**config.mk**
```make
export PLATFORM = sky130hd
export DESIGN_NAME = osc_model_ctrl
export DESIGN_NICKNAME = d
export VERILOG_FILES = /design/src/rtl/osc_pkg.sv /design/src/rtl/osc_model_ctrl.sv
export SDC_FILE = /design/constraint.sdc
export NUM_CORES = 1
export LEC_CHECK = 0
export CORE_MARGIN = 3
export CORE_UTILIZATION = 40
export DETAILED_ROUTE_END_ITERATION = 10
export HOLD_SLACK_MARGIN = 0.1
export PLACE_DENSITY = 0.68
export SYNTH_ARGS = -nofsm -noshare
export SYNTH_HDL_FRONTEND = slang
export SYNTH_SLANG_ARGS = --single-unit
```
**constraint.sdc**
```tcl
create_clock -name emu_clk -period 3.7 [get_ports emu_clk]
set_input_delay 0.74 -clock emu_clk [delete_from_list [all_inputs] [get_ports emu_clk]]
set_output_delay 0.74 -clock emu_clk [all_outputs]
set_load 0.05 [all_outputs]
```
**src/rtl/osc_pkg.sv**
```systemverilog
// Shared types and defaults for the emulated-oscillator controller.
package osc_pkg;

    localparam int DT_WIDTH_DEF = 32;

    typedef enum logic [1:0] {
        INIT = 2'd0,
        LO   = 2'd1,
        HI   = 2'd2
    } osc_state_t;

endpackage

```
**src/rtl/osc_model_ctrl.sv**
```systemverilog
// Emulated clock oscillator: tracks time to its next edge and advances
// by the globally committed timestep each emulator cycle.
module osc_model_ctrl
    import osc_pkg::*;
#(
    parameter int DT_WIDTH  = DT_WIDTH_DEF,
    parameter int CNT_WIDTH = 32
) (
    input  logic                 emu_clk,
    input  logic                 emu_rst_n,
    input  logic [DT_WIDTH-1:0]  t_lo,
    input  logic [DT_WIDTH-1:0]  t_hi,
    input  logic [DT_WIDTH-1:0]  emu_dt,
    output logic [DT_WIDTH-1:0]  dt_req,
    output logic                 clk_val,
    output logic                 clk_posedge,
    output logic                 clk_negedge,
    output logic [CNT_WIDTH-1:0] edge_cnt,
    output logic                 err_overshoot
);

    osc_state_t          state;
    logic [DT_WIDTH-1:0] t_rem;
    logic [DT_WIDTH-1:0] t_lo_eff;
    logic [DT_WIDTH-1:0] t_hi_eff;
    logic                adv;
    logic                hit;
    logic                over;

    // Zero-length phases would stall the time manager's min-reduction.
    assign t_lo_eff = (t_lo == '0) ? DT_WIDTH'(1) : t_lo;
    assign t_hi_eff = (t_hi == '0) ? DT_WIDTH'(1) : t_hi;

    assign adv  = (emu_dt != '0);
    assign hit  = adv && (emu_dt >= t_rem);
    assign over = emu_dt > t_rem;

    assign dt_req = (!emu_rst_n || state == INIT) ? '1 : t_rem;

    always_ff @(posedge emu_clk or negedge emu_rst_n) begin
        if (!emu_rst_n) begin
            state         <= INIT;
            t_rem         <= '0;
            clk_val       <= 1'b0;
            clk_posedge   <= 1'b0;
            clk_negedge   <= 1'b0;
            edge_cnt      <= '0;
            err_overshoot <= 1'b0;
        end else begin
            clk_posedge <= 1'b0;
            clk_negedge <= 1'b0;
            case (state)
                INIT: begin
                    t_rem   <= t_lo_eff;
                    clk_val <= 1'b0;
                    state   <= LO;
                end
                LO: begin
                    if (hit) begin
                        if (over) err_overshoot <= 1'b1;
                        state       <= HI;
                        t_rem       <= t_hi_eff;
                        clk_val     <= 1'b1;
                        clk_posedge <= 1'b1;
                        edge_cnt    <= edge_cnt + CNT_WIDTH'(1);
                    end else begin
                        t_rem <= t_rem - emu_dt;
                    end
                end
                HI: begin
                    if (hit) begin
                        if (over) err_overshoot <= 1'b1;
                        state       <= LO;
                        t_rem       <= t_lo_eff;
                        clk_val     <= 1'b0;
                        clk_negedge <= 1'b1;
                    end else begin
                        t_rem <= t_rem - emu_dt;
                    end
                end
                default: begin
                    state   <= INIT;
                    clk_val <= 1'b0;
                end
            endcase
        end
    end

endmodule

```
==> impl_metrics.tcl, run 1 <==
set metrics [dict create \
    run_status "finished, final reports clean" \
    initial_core_util 0.411 \
    syn-cell-area_um2 6010 \
    nets 1065 \
    timing.rr.end "t_rem[26]" \
    final_antenna_net_count 0 \
    slew_headroom 0.330 \
    worst_slew_pin_slew_ns 1.01 \
    insertion_delay_ns 0.35 \
    fillCellCount 1347 \
    wirelength_um 22500 \
    powerDensity_nw_per_um2 845 \
    grt.total_usage 0.270 \
    final_common_cell "clkdlybuf4s50_1" \
    die_area_um2 16500 \
    min_period_ns 3.62 \
    finalCritPeriodShare 0.978 \
    detail_route.wl_per_cell_um 20.1 \
    timing.rr.start "t_rem[0]" \
    final_core_util 0.604 \
    vdd_drop_max_uv 451 \
    drive_above_1_share 0.245 \
    tritoncts "yes" \
    ys_types 72 \
    hpwl_um 17800 \
    cts_root_buf "clkbuf_16" \
    fp-row-count 44 \
    antenna_found_initial 0 \
    whs_path_depth 1 \
    worst-setup-path-type "in2reg" \
    drc 0 \
    grt_pass1_vias 6531 \
    grt_pass1_wl_um 35200 \
    whs_ns 0.485 \
    min_to "edge_cnt[31]" \
    die_w_um 129 \
    cp-start-kind "primary input" \
    io-pin-count 166 \
    crit_arrival_ns 3.85 \
    path_clk_slew_ns 0.06 \
    worst_r2r_path_depth 13 \
    globalplace.congestion 0.928 \
    drt_iter0_drc 465 \
    hold_path.class "reg2reg" \
    max_cap_violations 0 \
    critical_path.max_fanout 5 \
    crit_required_ns 3.93 \
    syn_inst 681 \
    setup_viol 0 \
    hold_buffers 0 \
    area_growth_pct 47.0 \
    worst_setup_path_end_kind "flip-flop" \
    async_flop_share 1.00 \
    clockBufferDepth 2 \
    syn_nets 817 \
    rsz0062_at_grt "true" \
    ys.flop_type "dfrtp_1" \
    gr-total-overflow 0 \
    p_leak_uw 0.00395 \
    yosysWarnings 0 \
    regArea_um2 1730 \
    cts_sinks 69 \
    htreeDepth 3 \
    synth_edf_count 0 \
    multi_input_area_um2 4000 \
    hold_start "edge_cnt[31]" \
    synth_area_per_cell_um2 8.83 \
    coreArea_um2 14600 \
    dieHeight_um 129 \
    drt-pass1-iter-count 5 \
    report.final.slew_viol_count 0 \
    hold_viol 0 \
    fin_skew_ns 0.00832 \
    n_antenna_cell 0 \
    r2r_slack_ns 0.49 \
    portBuffers 165 \
    cts_buffers 9 \
    final_cell_mix "130 x clkdlybuf4s50_1, 128 x buf_4, 69 x dfrtp_1" \
    clock.fmax_ghz 0.276 \
    ys_ff_latch 69 \
    yosysSeqAreaShare 0.287 \
    grt_max_degree 70 \
    vias_per_cell 5.74 \
    vias 6419 \
]
## worst max path at each step
stage	from	to	slack (ns)
2_1_floorplan	emu_dt[0]	t_rem[26]	0.32
3_3_place_gp	emu_dt[6]	edge_cnt[18]	-0.29
3_5_place_dp	emu_dt[0]	t_rem[26]	-0.39
4_1_cts	emu_dt[0]	t_rem[26]	0.002
5_1_grt	emu_dt[7]	t_rem[26]	-0.009
6_report	emu_dt[7]	edge_cnt[21]	0.08
## worst max-delay path, stage by stage
cell and delay (ns):
clkdlybuf4s50_1 0.48, inv_1 0.05, ha_1 0.32, nand4_1 0.18, or3_4 0.44, nor3_4 0.20
or4b_4 0.48, o41ai_2 0.09, buf_4 0.21, and2_4 0.20, nand2_8 0.09, nor2_8 0.12
nand3_1 0.11, xnor2_1 0.14
## power by group
| part | switching (µW) | internal [µW] |
|---|---|---|
| sequential | 210 | 991 |
| combinational | 3020 | 2410 |
| clock | 385 | 455 |
## repair_timing
action,4_1_cts,5_1_grt
hold endpoints to repair,0,0
pin swaps,0,4
resized for setup,1,18
buffers inserted,0,2
setup endpoints to repair,1,39
## layer usage
layer	vias to the layer above	share of wire	GRT usage	routed length (µm)
met2	282	0.46	0.434	10400
met5	-	0	0	0
li1	3002	-	-	-
met4	0	0.028	0.0908	636
met3	48	0.071	0.0498	1590
met1	3087	0.44	0.367	9870
## cells in the mapped netlist, types with 15 or more instances
cell type	n	area share
o21ai_0	17	0.014
nand2b_1	27	0.028
xnor2_1	37	0.054
a21oi_1	39	0.032
nand4_1	20	0.021
nor2_1	29	0.018
ha_1	37	0.077
and3_1	15	0.016
clkbuf_1	15	0.0094
nand3_1	26	0.022
nor4_1	24	0.025
inv_1	54	0.034
nand2_1	52	0.032
dfrtp_1	69	0.29
xor2_1	19	0.028
## registers in the layout, indices dropped and copies added (netlist names)
signal,count
edge_cnt,32
t_rem,32
clk_negedge,1
clk_posedge,1
clk_val,1
err_overshoot,1
state,1
## metrics by stage
step                area, µm²  total power (µW)  cells  worst slack, ns  TNS, ns
CTS                      8740              7350   1116          0.00180        0
global placement         8460              6390   1100           -0.291   -11.15
floorplan                6010              4620    681            0.321        0
finish                   8840              7470   1118           0.0819        0
detailed placement       8460              6490   1100           -0.389   -13.64
global route             8840              7940   1118         -0.00873  -0.0133
## cells by family after synthesis
kind of cell             share of synthesized area
AO/OA/AOI/OAI                                0.249
XOR/XNOR                                    0.0816
adder cells (fa/ha/maj)                     0.0803
buffers and inverters                       0.0633
flip-flops                                   0.287
multiplexers                               0.00375
AND/OR/NAND/NOR                              0.235
## area by class of cell
type / count / share of cell area
inverters: 54 / 0.0229
flip-flops and latches: 69 / 0.195
clock inverters: 7 / 0.00566
clock buffers: 9 / 0.0255
repair buffers: 267 / 0.272
multi-input cells: 528 / 0.452
well taps: 184 / 0.0260
(Power assumes the default switching activity.)
==> inputs of run 2 (changes only) <==
CORE_MARGIN = 2   (was 3)
PLACE_DENSITY = 0.71   (was 0.68)
clock period = 3.14 ns   (was 3.7 ns; I/O delays follow)
==> run 2 against run 1 <==
Against the previous run:
- non-clock buffer count rose by 50
- count of clock-buffer cells in the layout rose by 1
- sequential share of layout area fell by 1.9 points
- worst setup slack improved by 0.0018 ns
- final area rose by 10%
- via count rose by 2.2%
- die area fell by 3.1%
- highest routed layer unchanged
==> impl_metrics.tcl, run 2 (same netlist as run 1, synthesis figures left out) <==
set metrics [dict create \
    grt_max_degree 70 \
    final_common_cell "buf_4" \
    vdd_drop_max_uv 581 \
    grt.total_usage 0.275 \
    portBuffers 165 \
    swShare 0.470 \
    whs_ns 0.477 \
    pwr-share-seq 0.153 \
    powerDensity_nw_per_um2 986 \
    p_leak_uw 0.00434 \
    p_sw_uw 4530 \
    grt_pass1_vias 6616 \
    detail_route.wl_per_cell_um 19.0 \
    drt-pass1-iter-count 7 \
    fin_area_um2 9770 \
    worst-setup-path-type "in2reg" \
    drc 0 \
    placedInstanceArea_um2 8770 \
    area_growth_pct 62.5 \
    cts_buffers 9 \
    fillCellCount 1147 \
    crit_required_ns 3.33 \
    p_int_uw 5110 \
    htreeDepth 3 \
    tritoncts "yes" \
    grt.busiest_layer "met2" \
    regArea_um2 1730 \
    path_clk_slew_ns 0.06 \
    finalSetupTns_ns 0 \
    clock_power_share 0.103 \
    multi_input_area_um2 4530 \
    slew_headroom 0.400 \
    wirelength_um 22300 \
    fp-row-count 44 \
    drt_iter0_drc 398 \
    dieHeight_um 127 \
    nets 1116 \
    grtUsageMet3 0.0422 \
    critical_path.max_fanout 5 \
    coreArea_um2 14600 \
    hpwl_um 16500 \
    reg_top3 "edge_cnt x32, t_rem x32" \
    vias_per_cell 5.61 \
    crit_arrival_ns 3.25 \
    die_area_um2 16000 \
    grt_pass1_wl_um 34900 \
    report.final.slew_viol_count 0 \
    worst_r2r_path_depth 14 \
    worst_setup_path_end_kind "flip-flop" \
    whs_path_depth 1 \
    setup_viol 0 \
    run_status "finished, final reports clean" \
    io-pin-count 166 \
    final_cell_mix "172 x buf_4, 100 x clkdlybuf4s50_1, 69 x dfrtp_1" \
    clockBufferDepth 2 \
    cp-start-kind "primary input" \
    insertion_delay_ns 0.35 \
    r2r_slack_ns 0.09 \
    drive_above_1_share 0.366 \
    min_period_ns 3.06 \
    gr-usage-met2 0.448 \
    max_cap_violations 0 \
    vias 6563 \
    globalplace.congestion 0.915 \
    hold_buffers 0 \
    final_antenna_net_count 0 \
    initial_core_util 0.412 \
    antenna_found_initial 0 \
    die_w_um 127 \
    hold_viol 0 \
    combPwrFrac 0.745 \
    worst_slew_pin_slew_ns 0.899 \
    finalCritPeriodShare 0.973 \
    use_met1 0.366 \
    fin_skew_ns 0.00548 \
    gr-total-overflow 0 \
    hold_path.class "reg2reg" \
    cts_root_buf "clkbuf_16" \
    clock.fmax_ghz 0.327 \
    cts_sinks 69 \
]
## run 2: worst max-delay path, stage by stage
cell and delay (ns):
clkbuf_2 0.12, ha_4 0.18, fa_2 0.39, nand2b_4 0.16
a211oi_4 0.28, o21ai_2 0.11, a21oi_4 0.23, nor3_4 0.07
o21a_1 0.19, nand2b_4 0.16, and2b_4 0.25, buf_4 0.15
a221oi_2 0.24, a21oi_1 0.07
## run 2: per-stage QoR
step / total power [µW] / cells / setup WS (ns) / utilization
2_1_floorplan: 5500 / 681 / -0.0165 / -
3_3_place_gp: 7780 / 1138 / -0.615 / 0.601
3_5_place_dp: 7840 / 1138 / -0.642 / 0.601
4_1_cts: 9300 / 1163 / 0.00587 / 0.652
5_1_grt: 10200 / 1169 / -0.00375 / 0.669
6_report: 9640 / 1170 / 0.0837 / 0.670
## run 2: final timing paths
kind | start | endpoint
worst min register to register | edge_cnt[31] | edge_cnt[31]
worst min-delay path | edge_cnt[31] | edge_cnt[31]
worst max-delay path | emu_dt[0] | t_rem[3]
min in group asynchronous | emu_rst_n | state[0]
max in group asynchronous | emu_rst_n | t_rem[21]
worst max register to register | t_rem[0] | t_rem[3]
## run 2: layout make-up
class / instances / area share
Antenna cell: 1 / 0.000256
Timing Repair Buffer: 317 / 0.285
Clock buffer: 10 / 0.0245
Clock inverter: 6 / 0.00474
Tap cell: 184 / 0.0236
Multi-Input combinational cell: 529 / 0.464
Inverter: 54 / 0.0207
Sequential cell: 69 / 0.177
## run 2: layer usage
layer | vias up | wire length [µm]
li1 | 3109 | -
met1 | 3160 | 9580
met2 | 250 | 10700
met3 | 44 | 1310
met4 | 0 | 667
met5 | - | 0
## run 2: power by group through the flow
stage	sequential (µW)	clock [µW]	combinational, µW
floorplan	1500	0	4000
global placement	1400	0	6370
detailed placement	1410	0	6430
CTS	1450	1000	6860
global route	1510	1050	7680
finish	1470	989	7180
## run 2: timing repair
action	in CTS	in global routing
gates cloned	1	0
setup endpoints to repair	62	60
buffers inserted	8	6
pin swaps	30	29
resized for setup	96	54
==> inputs of run 3 (changes only) <==
CELL_PAD_IN_SITES_DETAIL_PLACEMENT = 0   (was default)
CELL_PAD_IN_SITES_GLOBAL_PLACEMENT = 1   (was default)
CORE_UTILIZATION = 33   (was 40)
PLACE_DENSITY = default   (was 0.71)
PLACE_DENSITY_LB_ADDON = 0.1   (was default)
==> run 3 against run 2 <==
Against the previous run:
- sequential share of layout area is 0.19 points lower
- count of clock-buffer cells in the layout is 1 lower
- non-clock buffer count rose by 8
==> impl_metrics.tcl, run 3 (same netlist as run 1, synthesis figures left out) <==
set metrics [dict create \
    insertion_delay_ns 0.35 \
    min_to "edge_cnt[31]" \
    drive_above_1_share 0.362 \
    worst_r2r_path_depth 14 \
    total_power_uw 9800 \
    htreeDepth 3 \
    cts_buffers 9 \
    timing.rr.start "t_rem[0]" \
    hpwl_um 18200 \
    pre_cts_ws_ns -0.630 \
    rsz0062_at_grt "false" \
    hold_buffers 0 \
    crit_path_top_delay_cell "o41ai_4" \
    gr-total-overflow 0 \
    reg_top3 "edge_cnt x32, t_rem x32" \
    r2r_slack_ns 0.14 \
    cp_cell_sequence "dlygate4sd2_1 > inv_1 > ha_1 > a211oi_1 > o21ai_1 > o21ai_2 > a21oi_4 > o41ai_4 > and2b_2 > buf_12 > clkbuf_16 > a32o_1 > a22oi_1 > o21ai_1" \
    path_clk_slew_ns 0.06 \
    worst_setup_path_end_kind "flip-flop" \
    initial_core_util 0.336 \
    coreArea_um2 17900 \
    finalCritPeriodShare 0.971 \
    crit_arrival_ns 3.32 \
    final_antenna_net_count 0 \
    cp-start-kind "primary input" \
    use_met1 0.321 \
    placedInstanceArea_um2 8860 \
    io-pin-count 166 \
    wirelength_um 23900 \
    grt_pass1_vias 6805 \
    die_w_um 139 \
    clock.fmax_ghz 0.328 \
    max_cap_violations 0 \
    portBuffers 165 \
    max_stage_delay_ns 0.41 \
    whs_path_depth 1 \
    final_cell_mix "182 x buf_4, 100 x clkdlybuf4s50_1, 69 x dfrtp_1" \
    slew_headroom 0.341 \
    grtUsageMet3 0.0383 \
    crit_buf_inv 4 \
    critical_path.max_fanout 7 \
    drc 0 \
    antenna_found_initial 0 \
    globalplace.congestion 0.909 \
    cpMostUsedCell "o21ai_1" \
    dieHeight_um 139 \
    fillCellCount 1665 \
    die_area_um2 19300 \
    vdd_drop_max_uv 496 \
    cts_sinks 69 \
    fp-row-count 49 \
    setup_viol 0 \
    vias 6506 \
    cp.depth 14 \
    cts_root_buf "clkbuf_16" \
    clockBufferDepth 2 \
    n_antenna_cell 0 \
    worst_slew_pin_slew_ns 0.988 \
    fin_skew_ns 0.0125 \
    grt.busiest_layer "met2" \
    grt_max_degree 70 \
    area_growth_pct 64.2 \
    powerDensity_nw_per_um2 992 \
    grt_pass1_wl_um 37500 \
    p_leak_uw 0.00441 \
    final_common_cell "buf_4" \
    vias_per_cell 5.33 \
    final_core_util 0.552 \
    nets 1123 \
    drt_iter0_drc 302 \
    fin_area_um2 9870 \
    hold_start "edge_cnt[31]" \
    tritoncts "yes" \
    layout_setup_ws_ns 0.0918 \
    min_period_ns 3.05 \
    worst-setup-path-type "in2reg" \
    timing.rr.end "t_rem[13]" \
    cpLargestDelayFamily "compound AO/OA/AOI/OAI gates" \
    grt.total_usage 0.245 \
    hold_viol 0 \
    crit_required_ns 3.41 \
    run_status "finished, final reports clean" \
    gr-usage-met2 0.416 \
    drt-pass1-iter-count 4 \
    report.final.slew_viol_count 0 \
    hold_path.class "reg2reg" \
    detail_route.wl_per_cell_um 19.5 \
]
==> run 3: metrics by stage <==
step	instances	hold slack, ns	TNS, ns
final	1221	0.468	0
after global routing	1221	0.489	0
after CTS	1213	0.474	-0.00393
after detailed placement	1191	0.466	-34.74
after global placement	1191	0.460	-30.23
after floorplan	681	0.332	-0.0165
==> run 3: cell type report <==
type                       count  area (µm²)  area share
clock buffer                   9         225      0.0228
clock inverter                 7        83.8     0.00849
sequential                    69        1730       0.175
inverter                      54         203      0.0205
multi-input combinational    528        4490       0.454
tap                          229         287      0.0290
timing repair buffer         325        2860       0.290
==> run 3: power breakdown <==
part / total, µW / internal, µW / leakage, µW / switching, µW
sequential: 1460 / 1170 / 0.000886 / 298
combinational: 7230 / 3410 / 0.00338 / 3810
clock: 1110 / 629 / 0.000148 / 476
total: 9800 / 5210 / 0.00441 / 4590
==> run 3: how the worst max path moves through the flow <==
stage,start,to,slack [ns]
after floorplan,emu_dt[0],t_rem[26],-0.02
after global placement,emu_dt[19],t_rem[26],-0.57
after detailed placement,emu_dt[5],t_rem[3],-0.63
after CTS,emu_dt[23],t_rem[6],-0.004
after global routing,emu_dt[12],t_rem[2],0.006
final,emu_dt[4],t_rem[2],0.09
==> run 3: what timing repair did <==
item,CTS,global route
gates cloned,0,1
pin swaps,27,28
setup endpoints to repair,61,58
resized for setup,84,58
buffers inserted,6,8
==> run 3: metal layers <==
metal | routed length (µm) | up-vias
met5 | 0 | -
met4 | 550 | 0
met3 | 1010 | 36
met2 | 11700 | 185
met1 | 10600 | 3180
li1 | - | 3105
==> patch 1: new RTL, config.mk and constraints of run 2 <==
Make the reset (`emu_rst_n`) synchronous in one clocked block.
--- a/src/rtl/osc_model_ctrl.sv
+++ b/src/rtl/osc_model_ctrl.sv
@@ -39,3 +39,3 @@
 
-    always_ff @(posedge emu_clk or negedge emu_rst_n) begin
+    always_ff @(posedge emu_clk) begin
         if (!emu_rst_n) begin
Formal check against the unedited RTL: differs if emu_rst_n is asserted again (counterexample within 4 cycles, from zero or initial values and one cycle with emu_rst_n low); with emu_rst_n held inactive, the same outputs for 4 cycles.
==> patch 1 against run 2 <==
Final cell count rose by 5.0%. Design area down 5.5%. Worst setup slack got worse by 0.0067 ns. Synthesized area shrank 7.2%. Combinational power decreased by 28%. Wire length down 1.1%. First-iteration DRC count increased by 100%. Sequential cell count unchanged. Die area shrank 7.0%. Power decreased by 22%. Hold slack lost 0.011 ns. Largest cell class unchanged. Highest routed layer unchanged.
==> patch 1: results <==
export IMPL_diodes=0
export IMPL_r2r_start="t_rem[0]$_SDFFE_PN0N_"
export IMPL_dr_pass1_iters=5
export IMPL_dr_wl_met3_um=1790
export IMPL_power_share_switching=0.449
export IMPL_drt_iter0_drc=814
export IMPL_synth_distinct_cells=63
export IMPL_grt_pass1_vias=6655
export IMPL_fillers=1122
export IMPL_hold_path_startpoint="err_overshoot$_SDFFE_PN0P_"
export IMPL_outcome="finished, final reports clean"
export IMPL_whs_ns=0.466
export IMPL_gr_usage_met2=0.479
export IMPL_synth_area_per_cell_sq_um=7.47
export IMPL_via_per_inst=5.67
export IMPL_grt_max_degree=71
export IMPL_seq_area_frac_synth=0.248
export IMPL_fin_worst_skew_ns=0.0125
export IMPL_async_flop_share=0
export IMPL_nets=1180
export IMPL_arrival_ns=3.29
export IMPL_grt_usage=0.288
export IMPL_ir_drop_mv=0.405
export IMPL_dp_hpwl_um=16100
export IMPL_synthTopCellsByArea="dfxtp_1 25%, ha_1 8.3%, a21oi_1 6.4%, o21ai_0 5.9%, xnor2_1 5.8%"
export IMPL_vias=6970
export IMPL_synth_ff_type="dfxtp_1"
export IMPL_holdPathEnd="err_overshoot$_SDFFE_PN0P_"
export IMPL_dp_cells=1195
export IMPL_met1_usage=0.379
export IMPL_wl_um=22000
export IMPL_seqPwrFrac=0.174
export IMPL_routabilityCongestion=0.940
export IMPL_synthMuxAreaShare=0.00359
export IMPL_p_per_area_nw_per_um2=815
==> patch 1: cell types whose count changed after synthesis, sizes merged, moves of 6 or more <==
cell	before	now
a21oi	42	71
a221oi	15	24
a22o	20	0
a22oi	15	0
and2	8	24
clkbuf	15	23
dfrtp	69	0
dfxtp	0	69
nand2	54	64
nand3	26	13
nand4	20	26
nor3	15	9
o21ai	37	67
==> patch 1: final cells by class <==
class / instances / area, sq um / area share
clock buffers: 10 / 239 / 0.0259
clock inverters: 6 / 70.1 / 0.00759
inverters: 55 / 206 / 0.0224
multi-input cells: 584 / 4300 / 0.466
flip-flops and latches: 69 / 1380 / 0.150
well taps: 180 / 225 / 0.0244
repair buffers: 325 / 2810 / 0.304
==> patch 1: what timing repair did <==
action                     CTS  global route
pin swaps                   21            23
gates cloned                 3             1
setup buffers                9             5
setup endpoints to repair   58            51
hold buffers                 0             0
resized for setup           88            98
==> patch 2: new RTL, flow settings as in run 2 <==
Without the edit above. The package constant `DT_WIDTH_DEF` goes from 32 to 40.
--- a/src/rtl/osc_pkg.sv
+++ b/src/rtl/osc_pkg.sv
@@ -3,3 +3,3 @@
 
-    localparam int DT_WIDTH_DEF = 32;
+    localparam int DT_WIDTH_DEF = 40;
 
Interface: changed (resized dt_req, emu_dt, t_hi and t_lo); port bits go from 166 to 198. The function was not compared with the original's and may differ.
==> patch 2 against run 2 <==
Global-route usage grew 5.9 points. Design area grew 27%. Core utilization grew 4.2 points. The flow now finishes with violations (setup timing). Wire length grew 50%. Non-clock buffer count grew 128. Worst setup slack lost 0.10 ns. Sequential power grew 18%. Sequential cell count grew 8. Fmax shrank 3.2%. Via count grew 41%. Critical path type is now reg -> reg. First-iteration DRC count grew 140%. Register-to-register slack lost 0.11 ns. Power grew 34%. Synthesized area grew 19%.
==> patch 2: results <==
export IMPL_diodes=0
export IMPL_worst_slew_pin_slew_ns=1.01
export IMPL_dr_pass1_iters=5
export IMPL_cts_resized=135
export IMPL_max_stage_delay_ns=0.41
export IMPL_r2r_start="t_rem[0]$_DFFE_PN0N_"
export IMPL_synth_fp_nets=1065
export IMPL_routabilityCongestion=1.02
export IMPL_fin_tns_setup_ns=-0.0352
export IMPL_finalWorstSetupSlack_ns=-0.0188
export IMPL_wl_per_cell_um=21.9
export IMPL_synth_ff_type="dfrtp_1"
export IMPL_layout_drive_gt1_share=0.364
export IMPL_whs_ns=0.472
export IMPL_ctsHtreeMaxLevel=3
export IMPL_cts_hold_buf=1
export IMPL_dr_wl_met3_um=3230
export IMPL_hold_path_startpoint="edge_cnt[31]$_DFFE_PN0P_"
export IMPL_violations="setup timing"
export IMPL_cp_max_fo=8
export IMPL_wl_um=33500
export IMPL_ir_drop_mv=0.576
export IMPL_start_kind="flop"
export IMPL_seq_area_frac_synth=0.269
export IMPL_portBuffers=197
export IMPL_met2_length_um=15200
export IMPL_wl_met1_um=13300
export IMPL_arrival_ns=3.40
export IMPL_drv_cap=0
export IMPL_syn_inst=897
export IMPL_clk_latency_ns=0.35
export IMPL_dp_slack_ns=-1.00
export IMPL_cp_slowest_cell="dfrtp_1"
export IMPL_post_cts_setup_buffers=20
export IMPL_largestRegisters="t_rem x40, edge_cnt x32"
export IMPL_fin_worst_skew_ns=0.0104
export IMPL_synth_cells_most_frequent="89 x nand2_1, 77 x dfrtp_1, 63 x a21oi_1"
export IMPL_dp_hpwl_um=23900
export IMPL_synthTopCellsByArea="dfrtp_1 27%, ha_1 7.9%, xnor2_1 5.5%, nand2_1 4.7%, a21oi_1 4.4%"
export IMPL_crit_path_end="edge_cnt[14]$_DFFE_PN0P_"
export IMPL_grt_pass1_vias=8848
export IMPL_dp_cells=1476
export IMPL_via_per_inst=6.05
export IMPL_outcome="finished, violations left"
export IMPL_setup_viol=3
export IMPL_reg2reg_slack_ns=-0.02
export IMPL_grt_max_degree=75
export IMPL_p_leak_nw=5.34
export IMPL_grt_usage=0.334
export IMPL_hold_path_class="reg -> reg"
export IMPL_drt_iter0_drc=943
export IMPL_postPlaceCellArea_sq_um=10700
export IMPL_grt_pass1_wl_um=48200
[patch 2: cell count changes in the layout (fill, tap and decap cells not counted), sizes merged, moves of 11 or more]
cell	before	now
nor3	15	26
buf	185	287
o21ai	37	58
a21oi	42	63
o221ai	2	14
nand2	54	89
nand2b	28	41
o211ai	5	18
clkdlybuf4s50	100	121
nand4	20	31
a22o	20	0
[patch 2: power by group]
group	internal, W	total [W]	switching [W]
Combinational	0.00461	0.0101	0.00548
Sequential	0.00132	0.00173	0.000406
Clock	0.000624	0.00110	0.000471
[patch 2: worst reg2reg max path, cell delays in order, from the launching register on]
cell      delay [ns]
dfrtp_1         0.41
inv_2           0.11
ha_4            0.14
inv_2           0.04
fa_2            0.36
a211oi_4        0.28
o21ai_2         0.12
o311ai_4        0.27
a31o_4          0.22
buf_6           0.11
o22a_4          0.20
buf_6           0.13
nand3_4         0.10
or3_4           0.41
xnor2_2         0.13
[patch 2: layout make-up]
type                    count  area, sq um
clock buffers              10          229
clock inverters             6         71.3
fillers                  1287         5020
inverters                  59          221
multi-input cells         711         5760
flip-flops and latches     77         1930
well taps                 225          282
repair buffers            445         3910
[patch 2: logic make-up (layout without fill, tap and decap cells)]
kind of cell	count (synthesis)	count (layout)	synth area share
buffers and inverters	112	520	0.0670
and+or+nand+nor	330	332	0.248
xor gates and xnor gates	62	62	0.0768
AOI/OAI and AO/OA	267	268	0.254
muxes	3	3	0.00436
adders and majority gates	46	46	0.0813
DFF	77	77	0.269
[patch 2: routing by layer]
layer | global-route usage | vias to the layer above
li1 | - | 4126
met1 | 0.447 | 4397
met2 | 0.528 | 625
met3 | 0.0431 | 125
met4 | 0.170 | 0
met5 | 0 | -
